--- config.mk ---
export PLATFORM = sky130hd
export DESIGN_NAME = uart_rx
export DESIGN_NICKNAME = d
export VERILOG_FILES = /design/src/rtl/uart_pkg.sv /design/src/rtl/uart_rx_tick_gen.sv /design/src/rtl/uart_rx.sv
export SDC_FILE = /design/constraint.sdc
export NUM_CORES = 1
export LEC_CHECK = 0
export CAP_MARGIN = 10
export CORE_AREA = 10 10 73 75
export DETAILED_ROUTE_END_ITERATION = 8
export DIE_AREA = 0 0 83 85
export GPL_TIMING_DRIVEN = 0
export PLACE_DENSITY = 0.7
export SKIP_LAST_GASP = 1
export SLEW_MARGIN = 20
export SYNTH_ARGS = -nofsm -noshare
export SYNTH_HDL_FRONTEND = slang
export SYNTH_HIERARCHICAL = 1
export SYNTH_SLANG_ARGS = --single-unit
--- constraint.sdc ---
create_clock -name clk -period 2.1 [get_ports clk]
set_input_delay 0.315 -clock clk [delete_from_list [all_inputs] [get_ports clk]]
set_output_delay 0.315 -clock clk [all_outputs]
set_load 0.02 [all_outputs]
--- src/rtl/uart_pkg.sv ---
// Shared UART definitions: FSM state encoding, oversample tick positions and
// the baud divider calculation used by both the RX and TX sides.
package uart_pkg;

   typedef enum logic [1:0] {IDLE, START, DATA, STOP} uart_state_t;

   localparam logic [3:0] OS_MID  = 4'd7;
   localparam logic [3:0] OS_LAST = 4'd15;

   // Truncated clocks-per-tick, never below 1 so the divider always advances.
   function automatic int calc_div(input int clk_freq, input int baud, input int oversample);
      int div;
      div = clk_freq / (baud * oversample);
      return (div < 1) ? 1 : div;
   endfunction

endpackage

--- src/rtl/uart_rx_tick_gen.sv ---
// Oversample tick generator: one-clk pulse every DIV clocks, restartable so the
// receiver can lock its sampling phase to the start-bit edge.
module uart_rx_tick_gen
   import uart_pkg::*;
#(
   parameter int CLK_FREQ   = 100_000_000,
   parameter int BAUD       = 9600,
   parameter int OVERSAMPLE = 16
) (
   input  logic clk,
   input  logic rst,
   input  logic i_clr,
   output logic o_tick
);

   localparam int DIV   = calc_div(CLK_FREQ, BAUD, OVERSAMPLE);
   localparam int CNT_W = (DIV > 1) ? $clog2(DIV) : 1;
   localparam logic [CNT_W-1:0] CNT_LAST = CNT_W'(DIV - 1);

   logic [CNT_W-1:0] r_cnt;

   // NOTE: reset here is synchronous, so it lives inside the clocked branch rather than the sensitivity list.
   always_ff @(posedge clk) begin
      if (rst || i_clr) begin
         r_cnt <= '0;
      end else if (r_cnt == CNT_LAST) begin
         r_cnt <= '0;
      end else begin
         r_cnt <= r_cnt + 1'b1;
      end
   end

   assign o_tick = (r_cnt == CNT_LAST);

endmodule

--- src/rtl/uart_rx.sv ---
// 8N1 UART receiver: 2-FF synchronised input, 16x oversampled mid-bit sampling,
// stop-bit check and a valid/ready output register with overrun detection.
module uart_rx
   import uart_pkg::*;
#(
   parameter int CLK_FREQ   = 100_000_000,
   parameter int BAUD       = 9600,
   parameter int OVERSAMPLE = 16,
   parameter int DATA_BITS  = 8
) (
   input  logic                 clk,
   input  logic                 rst,
   input  logic                 i_rxd,
   output logic [DATA_BITS-1:0] o_rx_data,
   output logic                 o_rx_valid,
   input  logic                 i_rx_ready,
   output logic                 o_frame_err,
   output logic                 o_overrun,
   output logic                 o_busy
);

   localparam int BIT_W = (DATA_BITS > 1) ? $clog2(DATA_BITS) : 1;
   localparam logic [BIT_W-1:0] LAST_BIT = BIT_W'(DATA_BITS - 1);

   logic                 r_rxd_meta;
   logic                 r_rxd_s;
   logic                 r_rxd_q;
   uart_state_t          r_state;
   logic [3:0]           r_os_cnt;
   logic [BIT_W-1:0]     r_bit_cnt;
   logic [DATA_BITS-1:0] r_shreg;
   logic                 r_stop_good;
   logic                 r_stop_bad;
   logic                 w_tick;
   logic                 w_start_edge;

   // NOTE: the synchroniser presets to the idle level so reset release never looks like a start edge.
   always_ff @(posedge clk) begin
      if (rst) begin
         r_rxd_meta <= 1'b1;
         r_rxd_s    <= 1'b1;
         r_rxd_q    <= 1'b1;
      end else begin
         r_rxd_meta <= i_rxd;
         r_rxd_s    <= r_rxd_meta;
         r_rxd_q    <= r_rxd_s;
      end
   end

   assign w_start_edge = (r_state == IDLE) && r_rxd_q && !r_rxd_s;

   uart_rx_tick_gen #(
      .CLK_FREQ   (CLK_FREQ),
      .BAUD       (BAUD),
      .OVERSAMPLE (OVERSAMPLE)
   ) u_tick_gen (
      .clk    (clk),
      .rst    (rst),
      .i_clr  (w_start_edge),
      .o_tick (w_tick)
   );

   // NOTE: stop flags default low every clk so they can only ever be single-cycle pulses.
   always_ff @(posedge clk) begin
      if (rst) begin
         r_state     <= IDLE;
         r_os_cnt    <= '0;
         r_bit_cnt   <= '0;
         r_shreg     <= '0;
         r_stop_good <= 1'b0;
         r_stop_bad  <= 1'b0;
      end else begin
         r_stop_good <= 1'b0;
         r_stop_bad  <= 1'b0;
         case (r_state)
            IDLE: begin
               if (w_start_edge) begin
                  r_state  <= START;
                  r_os_cnt <= '0;
               end
            end
            START: begin
               if (w_tick) begin
                  if (r_os_cnt == OS_MID) begin
                     if (!r_rxd_s) begin
                        r_state   <= DATA;
                        r_os_cnt  <= '0;
                        r_bit_cnt <= '0;
                     end else begin
                        r_state <= IDLE;
                     end
                  end else begin
                     r_os_cnt <= r_os_cnt + 1'b1;
                  end
               end
            end
            DATA: begin
               if (w_tick) begin
                  r_os_cnt <= r_os_cnt + 1'b1;
                  if (r_os_cnt == OS_LAST) begin
                     r_shreg <= {r_rxd_s, r_shreg[DATA_BITS-1:1]};
                     if (r_bit_cnt == LAST_BIT) begin
                        r_state <= STOP;
                     end else begin
                        r_bit_cnt <= r_bit_cnt + 1'b1;
                     end
                  end
               end
            end
            STOP: begin
               if (w_tick) begin
                  r_os_cnt <= r_os_cnt + 1'b1;
                  if (r_os_cnt == OS_LAST) begin
                     r_stop_good <= r_rxd_s;
                     r_stop_bad  <= !r_rxd_s;
                     r_state     <= IDLE;
                  end
               end
            end
            default: r_state <= IDLE;
         endcase
      end
   end

   // A good byte may replace a held one only if the consumer takes the old one this same clk.
   always_ff @(posedge clk) begin
      if (rst) begin
         o_rx_data   <= '0;
         o_rx_valid  <= 1'b0;
         o_frame_err <= 1'b0;
         o_overrun   <= 1'b0;
      end else begin
         o_frame_err <= r_stop_bad;
         o_overrun   <= 1'b0;
         if (r_stop_good) begin
            if (!o_rx_valid || i_rx_ready) begin
               o_rx_data  <= r_shreg;
               o_rx_valid <= 1'b1;
            end else begin
               o_overrun <= 1'b1;
            end
         end else if (o_rx_valid && i_rx_ready) begin
            o_rx_valid <= 1'b0;
         end
      end
   end

   assign o_busy = (r_state != IDLE);

endmodule

==> flow_summary.ini <==
[critical_path]
required_ns = 2.29
crit_buf_inv = 0
worstSetupPathType = reg2reg
path_cells = or3b_4, nor3_4, and3_4, and3_4, a2bb2o_4, mux2_4
worstPathArrival_ns = 2.23
critPathLaunchType = flip-flop
worstPathMaxFanout = 6
crit_family = simple AND/OR/NAND/NOR gates
endpoint_kind = flip-flop
cpPeakStageDelay_ns = 0.42
cp_common_cell = and3_4
crit_slowest_cell = or3b_4

[route]
routed-via-count = 1422
firstDrtPassIters = 4
wl_met2_mm = 1.899
routed_wl_mm = 3.760
wl_met3_um = 178
drt-met1-wl_mm = 1.609
via_per_inst = 5.286
drc_errors = 0
wl_per_cell_um = 13.98
top_layer_used = met4
drt-initial-drc-count = 69
ant_nets = 0

[cells_and_area]
multi_input_area_um2 = 960.9
antenna_cells = 0
regArea_um2 = 865.8
mostFrequentLayoutCells = 41 x dfxtp_1, 26 x nor2_1, 18 x mux2i_1, 15 x clkdlybuf4s50_1, 8 x nand3_1
finalNonFillerCells = 269
finish.net_count = 227
drive_gt1_share_pct = 19.18
n_fill_cell = 343
design_area_um2 = 2281
layout_commonest_cell = dfxtp_1
area_delta_synth_final_pct = 19.93

[synthesis]
yosysSeqAreaShare_pct = 45.26
avgSynthCellArea_um2 = 10.01
syn-instance-count = 190
synth-edff-count = 0
postSynth.topFlopCell = dfxtp_1
synth_fp_nets = 199
ys_ff_latch = 43
synth_area_um2 = 1902
synth-async-reset-ratio_pct = 0
synth.area.top_cells = dfxtp_1 45%, mux2i_1 9.5%, nor2_1 5.1%
synth.distinct_cells = 48
yosysWarnings = 6
synth_top_cell_area_share_pct = 45.26
yosysTopAreaCell = dfxtp_1

[placement]
hpwl_mm = 2.664
dpl.cell_count = 255
place.gp.congestion = 0.8036
preCtsSetupSlack_ns = -0.1719
place_area_um2 = 2120
portBuffers = 15

[floorplan]
fp-row-count = 23
die_w_um = 83
core_area_um2 = 3914
ioPinCount = 16
initial_utilization_pct = 48.59
die_area_um2 = 7055
die_h_um = 85

[pwr]
leakage_nw = 0.8647
vdd_ir_drop_max_v = 0.0003732
cellPowerDensity_nw_per_um2 = 616.7

[cts]
htreeDepth = 2
clock-sinks = 43
clk_pin_slew_ns = 0.08
cts_inserted_buffers = 5
cts_root_buffer = clkbuf_8
cts_tree = built
clk_latency_ns = 0.30
cts_buffer_depth = 2
cts_hold_buffers = 0

[run]
drv_cap = 0

[timing]
fmax_ghz = 0.4903
relSlewSlack_pct = 61.21
hold_viol = 0
setup_violations = 0
layout_setup_ws_ns = 0.06024
fin_crit_ns = 2.040
fin_tns_setup_ns = 0
tightest_slew_ns = 0.5817
post-route-period-util_pct = 97.13
drv_slew = 0
clock_skew_ns = 0.004267

[min_path]
hold_class = reg2reg

[grt]
grt_usage_pct = 11.00
grt_overflow = 0
grt_pass1_vias = 1485
grt_antenna_before_repair = 0
grt_max_degree = 14
grt_pass1_wl_mm = 6.603

[status]
status = finished clean
## stage by stage
step,total power [mW],utilization [%],hold WS [ns]
5_1_grt,1.471,58.28,0.4676
6_report,1.407,58.28,0.4527
3_3_place_gp,0.9142,54.16,0.4048
4_1_cts,1.424,56.91,0.4574
3_5_place_dp,0.9171,54.16,0.4355
2_1_floorplan,0.8947,-,0.3895
## Yosys cell counts (2+ instances only)
master,n
inv_1,7
ha_1,5
nor3_1,5
nand2b_1,3
nand2_1,7
nor2_1,26
nor2b_1,2
dfxtp_1,43
a31oi_1,3
nand3_1,8
mux2i_1,18
a21oi_1,7
o21ai_0,4
xor2_1,3
buf_6,5
nand4_1,3
or3_1,5
or2_2,6
## final cells by class
class	instances	share of cell area (%)
multi-input combinational	132	42.13
buffer	8	3.182
timing repair buffer	21	9.106
tap	50	2.743
sequential	43	37.96
clock inverter	2	0.5485
inverter	7	1.152
clock buffer	6	3.182
## layer usage
| metal | vias to the layer above | GRT usage (%) |
|---|---|---|
| li1 | 721 | - |
| met1 | 670 | 11.53 |
| met2 | 24 | 19.66 |
| met3 | 7 | 3.442 |
| met4 | 0 | 5.108 |
| met5 | - | 0 |
## sequential cells by signal (all words and copies together), names as in the netlist, named ones only
register / count
o_frame_err: 1
o_overrun: 1
o_rx_data: 8
o_rx_valid: 1
r_bit_cnt: 3
r_os_cnt: 4
r_rxd_meta: 1
r_rxd_q: 1
r_rxd_s: 1
r_shreg: 8
r_state: 1
r_stop_bad: 1
r_stop_good: 1
u_tick_gen/r_cnt: 10
## report_power, final
part | internal (mW) | switching, mW | leakage (nW) | total, mW
Clock | 0.232 | 0.277 | 0.0412 | 0.509
Sequential | 0.822 | 0.00680 | 0.349 | 0.828
Combinational | 0.0310 | 0.0379 | 0.475 | 0.0689
Total | 1.08 | 0.322 | 0.865 | 1.41
## repair_timing
| item | CTS | global route |
|---|---|---|
| setup buffers | 2 | 4 |
| pin swaps | 1 | 3 |
| endpoints found under the setup margin | 11 | 10 |
| gates resized for setup | 2 | 5 |
## worst paths after layout
path | startpoint | endpoint | slack (ns) | cells after the start
worst max-delay path | u_tick_gen/r_cnt[3] | r_bit_cnt[0] | 0.06 | 6
worst max register to register | u_tick_gen/r_cnt[3] | r_bit_cnt[0] | 0.06 | 6
worst min-delay path | r_rxd_meta | r_rxd_s | 0.45 | 1
worst min register to register | r_rxd_meta | r_rxd_s | 0.45 | 1
## cell families after synthesis
group	Yosys count	synth area share, %
multiplexers	19	10.26
XOR/XNOR	4	1.842
AO/OA/AOI/OAI	25	10.72
buffers and inverters	15	5.197
adder cells (fa/ha/maj)	5	3.289
AND/OR/NAND/NOR	79	23.42
flip-flops	43	45.26
(Power assumes the default switching activity.)
